## src/rtl/mul_share_arb4.sv

```systemverilog
// ============================================================================
// Module   : mul_share_arb4
// Purpose  : Four requesters share one signed 16x16 multiplier behind an
//            arbiter and a single-entry result buffer.
// Revision : 1.0 - initial release
// ============================================================================
`default_nettype none

module mul_tc_16_16 (
  input  logic signed [15:0] a,
  input  logic signed [15:0] b,
  output logic signed [31:0] product
);
  assign product = a * b;
endmodule

module mul_share_arb4 #(
  parameter int RR_EN = 1
) (
  input  logic        clk,
  input  logic        rst,
  input  logic [3:0]  req_valid,
  output logic [3:0]  req_ready,
  input  logic [63:0] req_a,
  input  logic [63:0] req_b,
  output logic        rsp_valid,
  input  logic        rsp_ready,
  output logic [1:0]  rsp_id,
  output logic [31:0] rsp_product,
  output logic [15:0] op_count
);

  typedef enum logic {
    S_EMPTY = 1'b0,
    S_FULL  = 1'b1
  } state_t;

  localparam logic [15:0] C_CNT_MAX = 16'hFFFF;

  state_t      r_state;
  state_t      w_state_nxt;
  logic [1:0]  r_ptr;
  logic [1:0]  r_id;
  logic [31:0] r_product;
  logic [15:0] r_count;

  logic        w_can_accept;
  logic        w_drain;
  logic        w_any;
  logic        w_grant;
  logic [1:0]  w_base;
  logic [7:0]  w_dbl;
  logic [3:0]  w_rot;
  logic [1:0]  w_off;
  logic [1:0]  w_win;
  logic [15:0] w_a;
  logic [15:0] w_b;
  logic [31:0] w_prod;

  // Rotate the request vector so the pointer position lands at bit 0; a plain
  // priority encode then yields the offset from the pointer.
  assign w_base = (RR_EN != 0) ? r_ptr : 2'd0;
  assign w_dbl  = {req_valid, req_valid};
  assign w_rot  = w_dbl[{1'b0, w_base} +: 4];
  assign w_any  = |req_valid;

  always_comb begin
    w_off = 2'd0;
    casez (w_rot)
      4'b???1: w_off = 2'd0;
      4'b??10: w_off = 2'd1;
      4'b?100: w_off = 2'd2;
      4'b1000: w_off = 2'd3;
      default: w_off = 2'd0;
    endcase
  end

  assign w_win        = w_base + w_off;
  assign w_drain      = (r_state == S_FULL) && rsp_ready;
  assign w_can_accept = !rst && ((r_state == S_EMPTY) || rsp_ready);
  assign w_grant      = w_can_accept && w_any;
  assign req_ready    = w_grant ? (4'b0001 << w_win) : 4'b0000;

  assign w_a = req_a[{w_win, 4'b0000} +: 16];
  assign w_b = req_b[{w_win, 4'b0000} +: 16];

  mul_tc_16_16 u_mul (
    .a       (w_a),
    .b       (w_b),
    .product (w_prod)
  );

  always_comb begin
    w_state_nxt = r_state;
    if (w_grant) begin
      w_state_nxt = S_FULL;
    end else if (w_drain) begin
      w_state_nxt = S_EMPTY;
    end
  end

  always_ff @(posedge clk) begin
    if (rst) begin
      r_state   <= S_EMPTY;
      r_ptr     <= 2'd0;
      r_id      <= 2'd0;
      r_product <= 32'd0;
      r_count   <= 16'd0;
    end else begin
      r_state <= w_state_nxt;
      if (w_grant) begin
        r_id      <= w_win;
        r_product <= w_prod;
        if (RR_EN != 0) begin
          r_ptr <= w_win + 2'd1;
        end
      end
      if (w_drain && (r_count != C_CNT_MAX)) begin
        r_count <= r_count + 16'd1;
      end
    end
  end

  assign rsp_valid   = (r_state == S_FULL);
  assign rsp_id      = r_id;
  assign rsp_product = r_product;
  assign op_count    = r_count;

endmodule

`default_nettype wire

```

## config.mk

```make
export PLATFORM = sky130hd
export DESIGN_NAME = mul_share_arb4
export DESIGN_NICKNAME = d
export VERILOG_FILES = /design/src/rtl/mul_share_arb4.sv
export SDC_FILE = /design/constraint.sdc
export NUM_CORES = 1
export LEC_CHECK = 0
export ABC_AREA = 1
export CAP_MARGIN = 20
export CORE_MARGIN = 1
export CORE_UTILIZATION = 35
export CTS_CLUSTER_DIAMETER = 200
export DETAILED_ROUTE_END_ITERATION = 16
export SYNTH_ARGS = -nofsm -noshare
export SYNTH_HDL_FRONTEND = slang
export SYNTH_SLANG_ARGS = --single-unit
```

## constraint.sdc

```tcl
create_clock -name clk -period 8.8 [get_ports clk]
set_input_delay 1.76 -clock clk [delete_from_list [all_inputs] [get_ports clk]]
set_output_delay 1.76 -clock clk [all_outputs]
set_load 0.02 [all_outputs]
```

==> results of run 1 <==
state kept, by name, indices dropped and copies added, names as in the netlist:
name         count
op_count        16
r_ptr            2
rsp_id           2
rsp_product     32
rsp_valid        1
area by class of cell:
class                   count  area, µm²  area share
clock inverters             3       43.8     0.00232
multi-input cells        1328      11200       0.596
well taps                 518        648      0.0344
inverters                 448       1710      0.0909
flip-flops and latches     53       1060      0.0563
clock buffers               5        125     0.00663
repair buffers            449       4040       0.214
metal layers:
metal / up-vias / GRT usage / part of all wire / routed length [µm]
met2: 375 / 0.374 / 0.46 / 20400
met4: 0 / 0.0529 / 0.023 / 1020
met1: 6280 / 0.317 / 0.45 / 20100
li1: 6392 / - / - / -
met3: 57 / 0.0347 / 0.063 / 2820
met5: - / 0 / 0 / 0
cell families after synthesis:
family	count (synthesis)	share of synthesized area
and+or+nand+nor	782	0.231
buffers and inverters	500	0.140
adders and majority gates	350	0.460
AOI/OAI and AO/OA	174	0.0792
xor gates and xnor gates	20	0.0127
DFF	53	0.0769
cells in the mapped netlist (2+ instances only):
cell,instances,area share
fa_1,262,0.38
a21o_1,3,0.0016
o21a_1,2,0.0011
o211ai_1,22,0.012
ha_1,88,0.080
clkinv_1,2,0.00054
nor4_1,6,0.0027
nand3_2,2,0.0015
clkbuf_1,21,0.0057
buf_2,28,0.010
dfxtp_1,53,0.077
or2_2,23,0.010
inv_2,19,0.0052
a21oi_1,55,0.020
nand2_2,2,0.00091
o21ai_0,53,0.019
xnor2_1,7,0.0044
inv_1,427,0.12
o21ai_2,15,0.0095
o21ai_4,6,0.0071
nor3b_1,2,0.0011
nor3_1,15,0.0054
o21bai_1,7,0.0038
nand4_1,9,0.0041
nor2_1,284,0.077
a21boi_0,2,0.0011
nand3_1,75,0.027
nand2_1,359,0.098
and3_1,2,0.00091
xor2_1,13,0.0083
o21ai_1,6,0.0022
worst max-delay path by stage:
| stage | from | slack, ps | cells past startpoint | endpoint |
|---|---|---|---|---|
| after floorplan | req_valid[1] | 310 | 32 | rsp_product[30]$_SDFFE_PP0P_ |
| final | req_valid[1] | 290 | 35 | rsp_product[16]$_SDFFE_PP0P_ |
| after CTS | req_valid[2] | 0.6 | 37 | rsp_product[31]$_SDFFE_PP0P_ |
| after global placement | req_valid[1] | -580 | 32 | rsp_product[25]$_SDFFE_PP0P_ |
| after global routing | req_valid[1] | -100 | 41 | rsp_product[31]$_SDFFE_PP0P_ |
| after detailed placement | req_valid[2] | -600 | 31 | rsp_product[25]$_SDFFE_PP0P_ |
critical path: cells and delay by family:
family	cells	cell delay, ps
fa+ha+maj	8	3370
xor+xnor	2	480
simple gates	8	900
compound gates	6	1040
buf+inv	11	1200
metrics by stage:
stage               area [µm²]  utilization  TNS, ps  worst slack [ps]  hold WS [ps]
floorplan                13800            -        0               306           533
global placement         18000        0.465    -9270              -583           458
detailed placement       18000        0.465   -10180              -597           465
CTS                      18500        0.479        0             0.605           477
global route             18900        0.487     -878             -95.2           495
finish                   18900        0.487        0               288           472
timing repair:
item,in CTS,in global routing
hold buffers,0,0
pin swaps,10,29
setup buffers,7,11
resized for setup,64,64
setup endpoints to repair,20,22
cloned,3,0
==> impl_metrics.csv, run 1 <==
group,metric,value,unit
sta,setup_viol,0,
min_path,whs_path_depth,2,
setup_path,r2r_end,"rsp_product[16]$_SDFFE_PP0P_",
setup_path,worstPathMaxFanout,8,
cells_and_area,antenna_cells,0,
grt,grt_max_degree,42,
floorplan,start_util,0.356,
setup_path,critPathMostFrequentCell,"fa_1",
grt,grt_pass1_wl,73400,µm
sta,hold_violations,0,
placed_design,io_buffers,189,
synth,ys_seq_area_frac,0.0769,
synth,synth-edff-count,0,
min_path,min-delay-start,"rsp_id[0]$_SDFFE_PP0P_",
synth,synth_area,0.0138,mm²
clocking,clockRootBuffer,"clkbuf_16",
sta,drv_slew,0,
clocking,clock-sinks,53,
cells_and_area,final_cell_mix,"inv_1 (412), nand2_1 (347), nor2_1 (267)",
route,drt_iter0_markers,702,
setup_path,reg2reg_setup_slack,1270,ps
grt,grt_pass1_vias,13800,
route,antenna_left,0,
synth,synthDistinctLibCells,40,
route,viasPerCell,4.67,
cells_and_area,final_common_cell,"inv_1",
sta,period_needed,8510,ps
floorplan,fp.coreArea,0.0387,mm²
route,drt_pass1_iterations,5,
clocking,cts.reportedPaths.clkPinSlew,70,ps
synth,syn_inst,1879,
placed_design,place_congestion,0.940,
cells_and_area,drive_gt1_frac,0.188,
setup_path,crit_type,"input port to register",
synth,avgSynthCellArea,7.34,µm²
route,detail_route.wl_per_cell,15.8,µm
status,status,"complete, no violations",
min_path,min_path_type,"register to register",
setup_path,worstPathArrival,8760,ps
route,vias,13100,
floorplan,die-area,0.0402,mm²
cells_and_area,final_nets,2770,
grt,grt_usage,0.228,
route,drc,0,
setup_path,cp.required,9050,ps
clocking,cts_buffer_depth,2,
setup_path,rr_startpoint,"r_ptr[0]$_SDFFE_PP0P_",
clocking,clk_latency,300,ps
sta,post-route-period-util,0.967,
flow_run,max_cap_viol_count,0,
synth,ys.flop_type,"dfxtp_1",
cells_and_area,final_cells,2804,
setup_path,endpoint_kind,"register",
placed_design,dp_cells,2775,
synth,ys_async_sr_fraction,0,
clocking,htreeDepth,2,
synth,syn-num-nets,2364,
setup_path,rr_worst_depth,35,
sta,slew_headroom,0.327,
floorplan,pin_count,190,
min_path,worstHoldEndpoint,"rsp_id[0]$_SDFFE_PP0P_",
grt,antenna_found_initial,0,
placed_design,hpwlAfterDp,38300,µm
clocking,cts_buffers,5,
clocking,cts_tree,"built",
sta,fmax,0.117,GHz
floorplan,die-width,201,µm
cells_and_area,nFillCells,3858,
setup_path,worstSetupStartpointType,"input port",
route,wl,44400,µm
cells_and_area,area_delta_synth_final,36.7,%
setup_path,critPathMaxStageDelay,530,ps
synth,yosys_warnings,0,
floorplan,rows,72,
setup_path,cp_slowest_cell,"fa_1",
grt,grt_remaining_overflow,0,
floorplan,dieHeight,201,µm
sta,rsz0062_at_grt,"true",
synth,synth-seq-cells,53,
sta,fin_worst_skew,9.36,ps
sta,worst_pin_slew,1000,ps
Power of run 1 is left out: the tool's default activity adds up to more than one toggle a clock period on the data nets, which glitch-free logic cannot reach.
==> inputs of run 2 (changes only) <==
--- a/config.mk
+++ b/config.mk
@@ -8,7 +8,7 @@
 export ABC_AREA = 1
 export CAP_MARGIN = 20
 export CORE_MARGIN = 1
-export CORE_UTILIZATION = 35
+export CORE_UTILIZATION = 25
 export CTS_CLUSTER_DIAMETER = 200
 export DETAILED_ROUTE_END_ITERATION = 16
 export SYNTH_ARGS = -nofsm -noshare
==> impl_metrics.csv, run 2 (synthesis results as in run 1) <==
group,metric,value,unit
status,status,"complete, no violations",
route,drc,0,
setup_path,cp.required,9000,ps
sta,setup_viol,0,
cells_and_area,fin_util,0.360,
sta,post-route-period-util,0.966,
cells_and_area,largest_register_ffs,32,
route,drt_iter0_markers,691,
setup_path,worstSetupStartpointType,"input port",
setup_path,critPathMaxStageDelay,600,ps
clocking,htreeDepth,2,
setup_path,critPathMostFrequentCell,"fa_1",
route,detail_route.wl_per_cell,15.5,µm
setup_path,r2r_end,"rsp_product[30]$_SDFFE_PP0P_",
min_path,min-delay-start,"rsp_product[10]$_SDFFE_PP0P_",
grt,grt_usage,0.169,
clocking,clk_latency,290,ps
route,drt_pass1_iterations,6,
setup_path,rr_startpoint,"r_ptr[0]$_SDFFE_PP0P_",
cells_and_area,final_nets,2789,
grt,grt_pass1_vias,14300,
placed_design,place_congestion,0.902,
sta,worst_pin_slew,508,ps
floorplan,die-width,237,µm
cells_and_area,area_delta_synth_final,41.1,%
route,wl_met3,1840,µm
floorplan,pin_count,190,
sta,fmax,0.118,GHz
cells_and_area,final_common_cell,"inv_1",
setup_path,crit_type,"input port to register",
cells_and_area,antenna_cells,0,
setup_path,worstPathArrival,8690,ps
setup_path,reg2reg_setup_slack,1300,ps
route,antenna_left,0,
route,top_layer_used,"met4",
placed_design,hpwlAfterDp,40000,µm
setup_path,endpoint_kind,"register",
setup_path,worstPathMaxFanout,7,
floorplan,die-area,0.0561,mm²
setup_path,rr_worst_depth,39,
floorplan,start_util,0.255,
grt,grt_remaining_overflow,0,
flow_run,max_cap_viol_count,0,
route,vias,13500,
cells_and_area,final_cell_mix,"inv_1 (413), nand2_1 (342), nor2_1 (260)",
min_path,min_path_type,"register to register",
clocking,cts_tree,"built",
clocking,cts.reportedPaths.clkPinSlew,70,ps
clocking,ctsHoldBuffers,0,
route,wl,46600,µm
sta,fin_worst_skew,3.67,ps
setup_path,cp_slowest_cell,"fa_1",
min_path,whs_path_depth,2,
route,wl_met2,24200,µm
floorplan,fp.coreArea,0.0541,mm²
sta,period_needed,8500,ps
placed_design,io_buffers,189,
floorplan,dieHeight,237,µm
sta,slew_headroom,0.660,
cells_and_area,drive_gt1_frac,0.201,
sta,hold_violations,0,
route,viasPerCell,4.48,
grt,grt_pass1_wl,75300,µm
route,wl_met1,19000,µm
grt,grt_max_degree,46,
clocking,cts_buffer_depth,2,
sta,drv_slew,0,
clocking,cts_buffers,5,
grt,antenna_found_initial,0,
clocking,clockRootBuffer,"clkbuf_16",
min_path,worstHoldEndpoint,"rsp_product[10]$_SDFFE_PP0P_",
clocking,clock-sinks,53,
floorplan,rows,85,
-- run 2: cell count changes in the layout (fill, tap and decap cells not counted), sizes merged --
cell / before / now
clkinvlp: 6 / 5
bufbuf: 1 / 0
bufinv: 1 / 0
clkbuf: 5 / 9
buf: 259 / 278
nand2: 364 / 363
-- run 2: worst max-delay path: cells and delay by family --
family	cells	cell delay [ps]
xor+xnor	1	160
compound gates	3	380
fa+ha+maj	8	3430
buf+inv	12	1350
simple gates	15	1580
-- run 2: what timing repair did --
item | CTS | global route
hold endpoints to repair | 0 | 0
pin swaps | 10 | 43
gates resized for setup | 60 | 103
buffers inserted | 16 | 27
endpoints found under the setup margin | 22 | 22
cloned | 1 | 1
-- run 2: final cells by class --
class,count,area [µm²]
flip-flops and latches,53,1060
fillers,5556,34700
well taps,696,871
repair buffers,469,4290
inverters,448,1720
clock inverters,1,7.51
clock buffers,7,133
multi-input cells,1327,11400
-- run 2: per-layer routing --
layer,global-route usage,vias to the layer above
li1,-,6448
met1,0.207,6633
met2,0.311,296
met3,0.0143,75
met4,0.0537,0
met5,0,-
-- run 2: worst max path at each step --
| stage | startpoint | to | slack, ps | cells after the start |
|---|---|---|---|---|
| after floorplan | req_valid[1] | rsp_product[30]$_SDFFE_PP0P_ | 310 | 32 |
| after global placement | req_valid[1] | rsp_product[20]$_SDFFE_PP0P_ | -750 | 36 |
| after detailed placement | req_valid[2] | rsp_product[20]$_SDFFE_PP0P_ | -790 | 35 |
| after CTS | req_valid[2] | rsp_product[21]$_SDFFE_PP0P_ | 0.3 | 35 |
| after global routing | req_valid[3] | rsp_product[30]$_SDFFE_PP0P_ | -5 | 39 |
| final | req_valid[3] | rsp_product[30]$_SDFFE_PP0P_ | 300 | 39 |
-- run 2: metrics by stage --
step	setup slack (ps)	hold slack, ps	cell area, µm²	setup TNS [ps]	cells
floorplan	306	533	13800	0	1879
global placement	-751	464	18200	-11760	2949
detailed placement	-788	467	18200	-12710	2949
CTS	0.280	476	18800	0	2974
global route	-4.76	490	19500	-4.76	3001
finish	301	473	19500	0	3001
Power of run 2 is left out for the same reason.
==> inputs of run 3 (changes only) <==
--- a/config.mk
+++ b/config.mk
@@ -11,6 +11,7 @@
 export CORE_UTILIZATION = 25
 export CTS_CLUSTER_DIAMETER = 200
 export DETAILED_ROUTE_END_ITERATION = 16
+export SETUP_SLACK_MARGIN = 0.02
 export SYNTH_ARGS = -nofsm -noshare
 export SYNTH_HDL_FRONTEND = slang
 export SYNTH_SLANG_ARGS = --single-unit
==> impl_metrics.csv, run 3 (synthesis results as in run 1) <==
group,metric,value,unit
status,status,"complete, no violations",
sta,setup_viol,0,
cells_and_area,multi_input_area,0.0115,mm²
sta,rsz0062_at_grt,"false",
min_path,min-delay-start,"rsp_product[10]$_SDFFE_PP0P_",
floorplan,start_util,0.255,
placed_design,hpwlAfterDp,40000,µm
route,detail_route.wl_per_cell,15.6,µm
floorplan,rows,85,
sta,whs,473,ps
setup_path,endpoint_kind,"register",
route,vias,13400,
setup_path,worstSetupStartpointType,"input port",
clocking,cts_buffer_depth,2,
sta,period_needed,8440,ps
cells_and_area,area_delta_synth_final,41.9,%
floorplan,dieHeight,237,µm
clocking,clockRootBuffer,"clkbuf_16",
floorplan,fp.coreArea,0.0541,mm²
grt,grt_pass1_wl,75300,µm
clocking,clock-sinks,53,
route,viasPerCell,4.46,
cells_and_area,seqCellArea,0.00106,mm²
setup_path,cp_top_family,"adder cells",
setup_path,critPathMaxStageDelay,530,ps
cells_and_area,nFillCells,5547,
route,drc,0,
setup_path,rr_worst_depth,39,
sta,fmax,0.118,GHz
cells_and_area,final_common_cell,"inv_1",
flow_run,max_cap_viol_count,0,
placed_design,place_congestion,0.902,
grt,grt_pass1_vias,14300,
grt,antenna_found_initial,0,
setup_path,rr_startpoint,"r_ptr[0]$_SDFFE_PP0P_",
cells_and_area,antenna_cells,0,
setup_path,critPathMostFrequentCell,"fa_1",
floorplan,die-width,237,µm
clocking,cts.reportedPaths.clkPinSlew,70,ps
placed_design,io_buffers,189,
grt,grt_max_degree,46,
cells_and_area,final_cell_mix,"inv_1 (403), nand2_1 (335), nor2_1 (259)",
grt,grt_remaining_overflow,0,
clocking,cts_tree,"built",
cells_and_area,final_nets,2791,
floorplan,pin_count,190,
cells_and_area,drive_gt1_frac,0.218,
sta,slew_headroom,0.643,
sta,hold_violations,0,
setup_path,r2r_end,"rsp_product[30]$_SDFFE_PP0P_",
min_path,worstHoldEndpoint,"rsp_product[10]$_SDFFE_PP0P_",
setup_path,critical_path_buf_inv_count,12,
setup_path,worstPathArrival,8640,ps
clocking,htreeDepth,2,
setup_path,cp.required,9000,ps
sta,drv_slew,0,
setup_path,worstPathMaxFanout,7,
setup_path,crit_type,"input port to register",
grt,grt_usage,0.169,
setup_path,cp_slowest_cell,"fa_1",
sta,worst_pin_slew,534,ps
floorplan,die-area,0.0561,mm²
clocking,cts_buffers,5,
route,antenna_left,0,
setup_path,reg2reg_setup_slack,1350,ps
route,drt_pass1_iterations,5,
cells_and_area,largest_register_ffs,32,
route,drt_iter0_markers,771,
clocking,clk_latency,290,ps
sta,fin_worst_skew,4.10,ps
route,wl,46800,µm
min_path,whs_path_depth,2,
min_path,min_path_type,"register to register",
sta,post-route-period-util,0.960,
## run 3: what timing repair did
item,4_1_cts,5_1_grt
pin swaps,10,58
resized for setup,65,145
hold buffers,0,0
cloned,1,2
endpoints found under the setup margin,22,22
setup buffers,16,28
## run 3: per-stage QoR
stage	TNS [ps]	setup slack, ps	util	instance area, µm²	cells
5_1_grt	0	20.9	0.362	19600	3003
2_1_floorplan	0	306	-	13800	1879
4_1_cts	0	11.3	0.347	18800	2974
6_report	0	356	0.362	19600	3003
3_3_place_gp	-11760	-751	0.336	18200	2949
3_5_place_dp	-12710	-788	0.336	18200	2949
## run 3: how the worst max path moves through the flow
stage,depth (start not counted),end,start
detailed placement,35,rsp_product[20]$_SDFFE_PP0P_,req_valid[2]
floorplan,32,rsp_product[30]$_SDFFE_PP0P_,req_valid[1]
finish,39,rsp_product[30]$_SDFFE_PP0P_,req_valid[3]
CTS,36,rsp_product[27]$_SDFFE_PP0P_,req_valid[2]
global placement,36,rsp_product[20]$_SDFFE_PP0P_,req_valid[1]
global route,40,rsp_product[18]$_SDFFE_PP0P_,req_valid[3]
## run 3: layout make-up
class / instances / share of cell area
well taps: 696 / 0.0445
multi-input cells: 1327 / 0.588
repair buffers: 471 / 0.218
inverters: 448 / 0.0880
flip-flops and latches: 53 / 0.0542
clock inverters: 1 / 0.000384
clock buffers: 7 / 0.00678
## run 3: layer usage
layer / track usage / vias to the layer above / part of all wire / wire length, µm
met5: 0 / - / 0 / 0
met4: 0.0537 / 0 / 0.033 / 1520
met3: 0.0143 / 63 / 0.039 / 1840
met2: 0.311 / 269 / 0.52 / 24300
met1: 0.207 / 6619 / 0.41 / 19100
li1: - / 6446 / - / -
## run 3: worst register-to-register path, delay by kind of cell (launching register included)
family,cells,cell delay [ps]
AOI/OAI and AO/OA,3,380
xor gates and xnor gates,1,170
adders and majority gates,8,3290
buffers and inverters,12,1390
DFF,1,510
and+or+nand+nor,15,1620
Power of run 3 is left out for the same reason.
